<file path="config.mk">
export PLATFORM = sky130hd
export DESIGN_NAME = dma_xfer_ctrl
export DESIGN_NICKNAME = d
export VERILOG_FILES = /design/src/rtl/dma_xfer_ctrl.sv
export SDC_FILE = /design/constraint.sdc
export NUM_CORES = 1
export LEC_CHECK = 0
export BUFFER_PORTS_ARGS = -buffer_cell sky130_fd_sc_hd__buf_2
export CORE_ASPECT_RATIO = 1.1
export CORE_MARGIN = 3
export CORE_UTILIZATION = 24
export DETAILED_ROUTE_END_ITERATION = 7
export HOLD_SLACK_MARGIN = 0.03
export MAX_ROUTING_LAYER = met4
export PLACE_DENSITY = 0.48
export SLEW_MARGIN = 20
export SYNTH_ARGS = -nofsm -noshare
export SYNTH_HDL_FRONTEND = slang
export SYNTH_SLANG_ARGS = --single-unit
</file>
<file path="constraint.sdc">
create_clock -name clk -period 2.7 [get_ports clk]
set_input_delay 0.405 -clock clk [delete_from_list [all_inputs] [get_ports clk]]
set_output_delay 0.405 -clock clk [all_outputs]
set_load 0.005 [all_outputs]
</file>
<file path="src/rtl/dma_xfer_ctrl.sv">
// Single-channel DMA sequencer: reads LEN words from SRC in bursts of up to BURST,
// staging them in an external 8-deep FIFO, then writes them out to DST.
module dma_xfer_ctrl #(
  parameter int ADDR_W = 32,
  parameter int LEN_W  = 16,
  parameter int BURST  = 8
) (
  input  logic              clk,
  input  logic              rst,
  input  logic              start,
  input  logic              abort,
  input  logic [ADDR_W-1:0] src_addr,
  input  logic [ADDR_W-1:0] dst_addr,
  input  logic [LEN_W-1:0]  len,
  output logic              busy,
  output logic              done,
  output logic              bus_req,
  output logic              bus_we,
  output logic [ADDR_W-1:0] bus_addr,
  output logic [31:0]       bus_wdata,
  input  logic [31:0]       bus_rdata,
  input  logic              bus_ack,
  output logic              fifo_clear,
  output logic              fifo_wr,
  output logic [31:0]       fifo_wdata,
  output logic              fifo_rd,
  input  logic [31:0]       fifo_rdata,
  input  logic              fifo_full,
  input  logic              fifo_empty
);

  localparam int                BC_W      = $clog2(BURST + 1);
  localparam logic [BC_W-1:0]   BURST_C   = BC_W'(BURST);
  localparam logic [ADDR_W-1:0] WORD_STEP = ADDR_W'(4);

  typedef enum logic [2:0] {S_IDLE, S_READ, S_POP, S_WRITE, S_DONE} state_t;

  state_t            state_q, state_d;
  logic [ADDR_W-1:0] src_q, src_d, dst_q, dst_d;
  logic [LEN_W-1:0]  rd_left_q, rd_left_d, wr_left_q, wr_left_d;
  logic [BC_W-1:0]   burst_q, burst_d;
  logic              gap_q, gap_d;

  assign bus_wdata  = fifo_rdata;
  assign fifo_wdata = bus_rdata;
  assign busy       = (state_q != S_IDLE);

  always_comb begin
    state_d    = state_q;
    src_d      = src_q;
    dst_d      = dst_q;
    rd_left_d  = rd_left_q;
    wr_left_d  = wr_left_q;
    burst_d    = burst_q;
    gap_d      = 1'b0;
    done       = 1'b0;
    bus_req    = 1'b0;
    bus_we     = 1'b0;
    bus_addr   = '0;
    fifo_clear = 1'b0;
    fifo_wr    = 1'b0;
    fifo_rd    = 1'b0;

    case (state_q)
      S_IDLE: begin
        if (start) begin
          if (len != '0) begin
            src_d      = src_addr;
            dst_d      = dst_addr;
            rd_left_d  = len;
            wr_left_d  = len;
            burst_d    = '0;
            fifo_clear = 1'b1;
            state_d    = S_READ;
          end else begin
            state_d = S_DONE;
          end
        end
      end
      S_READ: begin
        // gap_q keeps bus_req low for the cycle right after any ack
        bus_addr = src_q;
        bus_req  = !fifo_full && !gap_q;
        if (bus_req && bus_ack) begin
          fifo_wr   = 1'b1;
          src_d     = src_q + WORD_STEP;
          rd_left_d = rd_left_q - 1'b1;
          burst_d   = burst_q + 1'b1;
          gap_d     = 1'b1;
          if (burst_d == BURST_C || rd_left_d == '0) state_d = S_POP;
        end
      end
      S_POP: begin
        if (!fifo_empty) begin
          fifo_rd = 1'b1;
          state_d = S_WRITE;
        end
      end
      S_WRITE: begin
        bus_we   = 1'b1;
        bus_addr = dst_q;
        bus_req  = !gap_q;
        if (bus_req && bus_ack) begin
          dst_d     = dst_q + WORD_STEP;
          wr_left_d = wr_left_q - 1'b1;
          burst_d   = burst_q - 1'b1;
          gap_d     = 1'b1;
          if (burst_d != '0)        state_d = S_POP;
          else if (wr_left_d == '0) state_d = S_DONE;
          else                      state_d = S_READ;
        end
      end
      S_DONE: begin
        done    = 1'b1;
        state_d = S_IDLE;
      end
      default: state_d = S_IDLE;
    endcase

    // Abort discards any ack seen this cycle and leaves the counters untouched.
    if (abort && state_q != S_IDLE) begin
      state_d    = S_IDLE;
      src_d      = src_q;
      dst_d      = dst_q;
      rd_left_d  = rd_left_q;
      wr_left_d  = wr_left_q;
      burst_d    = burst_q;
      gap_d      = 1'b0;
      done       = 1'b0;
      bus_req    = 1'b0;
      fifo_wr    = 1'b0;
      fifo_rd    = 1'b0;
      fifo_clear = 1'b1;
    end
  end

  always_ff @(posedge clk) begin
    if (rst) begin
      state_q   <= S_IDLE;
      src_q     <= '0;
      dst_q     <= '0;
      rd_left_q <= '0;
      wr_left_q <= '0;
      burst_q   <= '0;
      gap_q     <= 1'b0;
    end else begin
      state_q   <= state_d;
      src_q     <= src_d;
      dst_q     <= dst_d;
      rd_left_q <= rd_left_d;
      wr_left_q <= wr_left_d;
      burst_q   <= burst_d;
      gap_q     <= gap_d;
    end
  end

endmodule
</file>
; ---- Word-level counts from Yosys, hierarchy flattened
; Cells that the tools add are included.
[totals]
register_bits = 104
word_cells = 92
[classes]
addsub = 6
eq_ne = 11
mux = 46
n_bitwise = 1
reduce_logical = 21
[op_table]
columns = op, count
row1 = 32-bit two-way mux, 6
row2 = 32-bit case mux with 2 select lines, 3
row3 = "32-bit by 3-bit adder with 32-bit output, second input constant", 2
row4 = 16-bit two-way mux, 4
row5 = 16-bit case mux with 2 select lines, 2
row6 = 16-bit logical NOT, 2
row7 = "16-bit by 1-bit subtractor with 16-bit output, second input constant", 2
row8 = 3-bit two-way mux, 8
row9 = 4-bit two-way mux, 4
row10 = 16-bit nonzero test, 1
row11 = 1-bit two-way mux, 15
row12 = 5-bit AND reduction, 3
row13 = "2-bit inequality test, second input constant", 6
row14 = 3-bit case mux with 4 select lines, 1
row15 = 4-bit case mux with 3 select lines, 1
row16 = "3-bit by 2-bit equality test with 1-bit output, second input constant", 2
row17 = 6-bit AND reduction, 1
row18 = 3-bit nonzero test, 2
row19 = "4-bit by 1-bit adder with 4-bit output, second input constant", 1
row20 = "4-bit equality test, second input constant", 1
row21 = 1-bit logical AND, 4
row22 = 1-bit case mux with 2 select lines, 2
row23 = 2-bit nonzero test, 2
row24 = 4-bit nonzero test, 1
row25 = other kinds (8), 9

; ---- Logic depth before layout (Yosys ltp)
[depth]
word_depth = 6
ltp_mapped = 11
mapped_depth_nobuf = 9

; ---- Least setup slack after synthesis
; Ideal clock, no wire load.
[synth_timing]
kind = register -> register
startpoint = reg wr_left_q[0]
endpoint = reg state_q[0]
arrival_time_ns = 2.042
slack_ns = 0.541
stages_incl_launch_ff = 11
path_cell_list = dfxtp_1 -> inv_1 -> ha_1 -> clkbuf_2 -> nor3b_4 -> nand3_1 -> o21ai_0 -> a32oi_1 -> nor4_1 -> o22ai_1 -> a32o_1
[synth_between]
elab_chain_cells = 6
[synth_lines]
columns = item, line_no
row1 = from (decl), 40  ; logic [LEN_W-1:0] rd_left_q, rd_left_d, wr_left_q, wr_left_d;
row2 = from (signal assigned), 151  ; wr_left_q <= wr_left_d;
row3 = 16-bit by 1-bit subtractor with 16-bit output, 105  ; wr_left_d = wr_left_q - 1'b1;
row4 = 16-bit logical NOT, 109  ; else if (wr_left_d == '0) state_d = S_DONE;
row5 = 3-bit two-way mux, 109
row6 = 3-bit two-way mux, 108  ; if (burst_d != '0) state_d = S_POP;
row7 = 3-bit two-way mux, 103  ; if (bus_req && bus_ack) begin
row8 = 3-bit case mux with 4 select lines, 64  ; case (state_q)
row9 = to (signal assigned), 147  ; state_q <= state_d;
row10 = to (decl), 38  ; state_t state_q, state_d;
; Every way passes these cells. The select of a mux whose other input is x is not followed.
; A chain may end at the register's enable or synchronous reset.

; ---- Final worst setup path
[layout_timing]
startpoint = reg state_q[2]
endpoint = out bus_addr[1]
[layout_between]
elab_chain_cells = 2
word_cells_on_any_way = 3
cone_classes = eq/ne (2) / mux (1)
[layout_lines]
columns = item, line_no
row1 = 3-bit by 2-bit equality test with 1-bit output or 3-bit by 1-bit equality test with 1-bit output (tied branches), 64
row2 = 32-bit case mux with 2 select lines (*), 64
row3 = to (decl), 19  ; output logic [ADDR_W-1:0] bus_addr,
; Every way passes the cells marked *; elsewhere a longest branch is shown, timed or not.

==> impl_metrics.py <==
metrics = {
    "clock_tree": {
        "ctsHoldBuffers": 0,
        "clkTransAtPathRegs_ns": 0.07,
        "cts_made_buffers": 9,
        "cts_buffer_depth": 2,
        "h-tree-depth": 3,
        "clock_latency_ns": 0.37,
        "postCtsSetupBuffers": 0,
        "cts_tree": "done",
        "cts_sinks": 104,
        "cts-root-buf": "clkbuf_16",
    },
    "logic_synthesis": {
        "ys.flop_type": "dfxtp_1",
        "synth_common_cells": "nand2_1 (177), nor2_1 (117), a21oi_1 (109), dfxtp_1 (104), o21ai_0 (90)",
        "synthTopCellsByArea": "dfxtp_1 (27%), nand2_1 (8.5%), a21oi_1 (7.0%)",
        "synth_top_area_frac": 0.266,
        "seq_area_frac_synth": 0.266,
        "post-synth-top-count-cell": "nand2_1",
        "synth_nets": 1283,
        "synth_cell_type_count": 82,
        "avgSynthCellArea_sq_um": 6.98,
        "synth_cells": 1123,
        "ys_async_sr_fraction": 0,
        "synthesis.area_sq_um": 7840,
        "ys_ff_latch": 104,
        "post-synth-top-area-cell": "dfxtp_1",
        "synth_edf_count": 0,
        "ys_warn_count": 0,
    },
    "sta": {
        "finClkSkew_ns": 0.0156,
        "worstMarginPinSlew_ns": 0.596,
        "hold_viol": 0,
        "clock.fmax_mhz": 393,
        "finalSetupTns_ns": 0,
        "timing.slew.headroom": 0.602,
        "min_period_ns": 2.54,
        "layout_worst_path_cycle_share": 0.942,
        "rsz0062_at_grt": "no",
        "setup_violations": 0,
        "slew_viol_final": 0,
        "hold_ws_ns": 0.305,
    },
    "die": {
        "io_pins": 254,
        "dieArea_sq_um": 34900,
        "fp.dieW_microns": 178,
        "rows": 68,
        "core_area_sq_um": 31800,
        "die_y_microns": 196,
        "initial_core_util": 0.246,
    },
    "detailed_routing": {
        "ant_nets": 0,
        "wire_per_inst_microns": 17.7,
        "drt_first_pass_iters": 5,
        "viasPerCell": 5.18,
        "drc_errors": 0,
        "dr_total_vias": 8137,
        "wirelength_mm": 27.8,
        "initialDrtViolationCount": 721,
    },
    "worst_setup_path": {
        "crit_path_start_kind": "register",
        "end_kind": "output port",
        "cp.required_ns": 2.30,
        "crit_type": "reg2out",
        "crit_arrival_ns": 2.14,
        "crit_path_max_fanout": 49,
    },
    "global_routing": {
        "grt_pass1_vias": 7569,
        "antenna_found_initial": 2,
        "track_usage": 0.160,
        "grt_max_degree": 100,
        "grt_pass1_wl_mm": 43.2,
        "gr-total-overflow": 0,
    },
    "finish": {
        "final_nets": 1304,
        "drive_gt1_frac": 0.182,
        "layout.cells.non_filler": 1571,
        "syn_to_final_growth_pct": 12.9,
    },
    "place": {
        "place_congestion": 0.834,
        "io_buffers": 125,
        "place_inst": 1553,
        "hpwl_mm": 20.1,
    },
    "status": {
        "outcome": "finished clean",
    },
    "hold_path": {
        "hold_class": "in2reg",
    },
    "pwr": {
        "leakage_nw": 3.48,
        "vdd_drop_max_uv": 549,
        "p_per_area_nw_per_um2": 949,
    },
    "job": {
        "cap_violations": 0,
    },
}
## metal layers
metal,global-route usage,wire length (microns),vias up
li1,-,-,4046
met1,0.224,13500,3810
met2,0.232,12100,236
met3,0.0272,1530,45
met4,0.0499,656,0
met5,-,0,-
## final timing paths
kind                        startpoint                       to  slack, ns  cells after the start
max            state_q[2]$_SDFFE_PP0P_              bus_addr[1]       0.16                      6
min                        dst_addr[0]    dst_q[0]$_SDFFE_PP0P_       0.31                      3
max reg2reg  wr_left_q[4]$_SDFFE_PP0P_  state_q[2]$_SDFFE_PP0P_       0.38                      9
min reg2reg      src_q[1]$_SDFFE_PP0P_    src_q[1]$_SDFFE_PP0P_       0.46                      2
## what timing repair did
item,CTS,global route
setup endpoints to repair,0,6
endpoints found under the hold margin,0,0
gates resized for setup,0,2
## cell usage in the layout (no fill, tap or decap), types with 10 or more instances in the layout
cell,netlist,routed
a211oi_1,11,11
a21oi_1,109,109
a22o_1,29,29
a22oi_1,21,21
a31oi_1,17,17
and3_1,13,13
buf_12,0,10
buf_2,27,124
buf_4,70,30
dfxtp_1,104,102
inv_1,14,14
nand2_1,177,177
nand3_1,36,36
nor2_1,117,115
nor3_1,27,27
nor4_1,23,23
o21ai_0,90,90
o31ai_1,25,25
## critical path, cell delays in order (launching register included)
cell,delay (ns)
dfxtp_1,0.44
nand2b_1,0.21
or2_4,0.37
inv_2,0.10
buf_12,0.20
a22o_1,0.30
buf_2,0.15
## sequential cells by signal, indices dropped and copies added (netlist names)
signal,flops
rd_left_q,16
dst_q,32
src_q,32
burst_q,4
gap_q,1
wr_left_q,16
state_q,3
## metrics by stage
step / power (mW) / instance area [sq um] / utilization / worst slack [ns]
6_report: 8.40 / 8850 / 0.278 / 0.156
5_1_grt: 9.11 / 8850 / 0.278 / 0.0406
4_1_cts: 8.46 / 8840 / 0.278 / 0.0344
3_5_place_dp: 6.92 / 8520 / 0.268 / 0.303
3_3_place_gp: 6.89 / 8520 / 0.268 / 0.320
2_1_floorplan: 5.55 / 7840 / - / 0.541
## layout make-up
cell class | instances | area (sq um)
flip-flops and latches | 104 | 2080
clock inverters | 6 | 97.6
diodes | 2 | 5.00
well taps | 420 | 526
fillers | 3592 | 23000
repair buffers | 164 | 1050
clock buffers | 10 | 229
multi-input cells | 850 | 4810
inverters | 15 | 56.3
## logic make-up (layout without fill, tap and decap cells)
logic type      after synthesis  after routing  synth area share
compound gates              358            358             0.293
xor+xnor                      4              4           0.00447
fa+ha+maj                     9              9            0.0144
buf+inv                     169            195             0.124
flops                       104            104             0.266
mux                           2              2           0.00255
other cells                   0              2                 0
simple gates                477            477             0.296
## power breakdown
group | switching, mW | internal, mW
combinational | 2.57 | 1.68
clock | 0.674 | 0.831
sequential | 0.687 | 1.96
total | 3.93 | 4.47
Note: power is estimated with default switching activity, not from simulation.
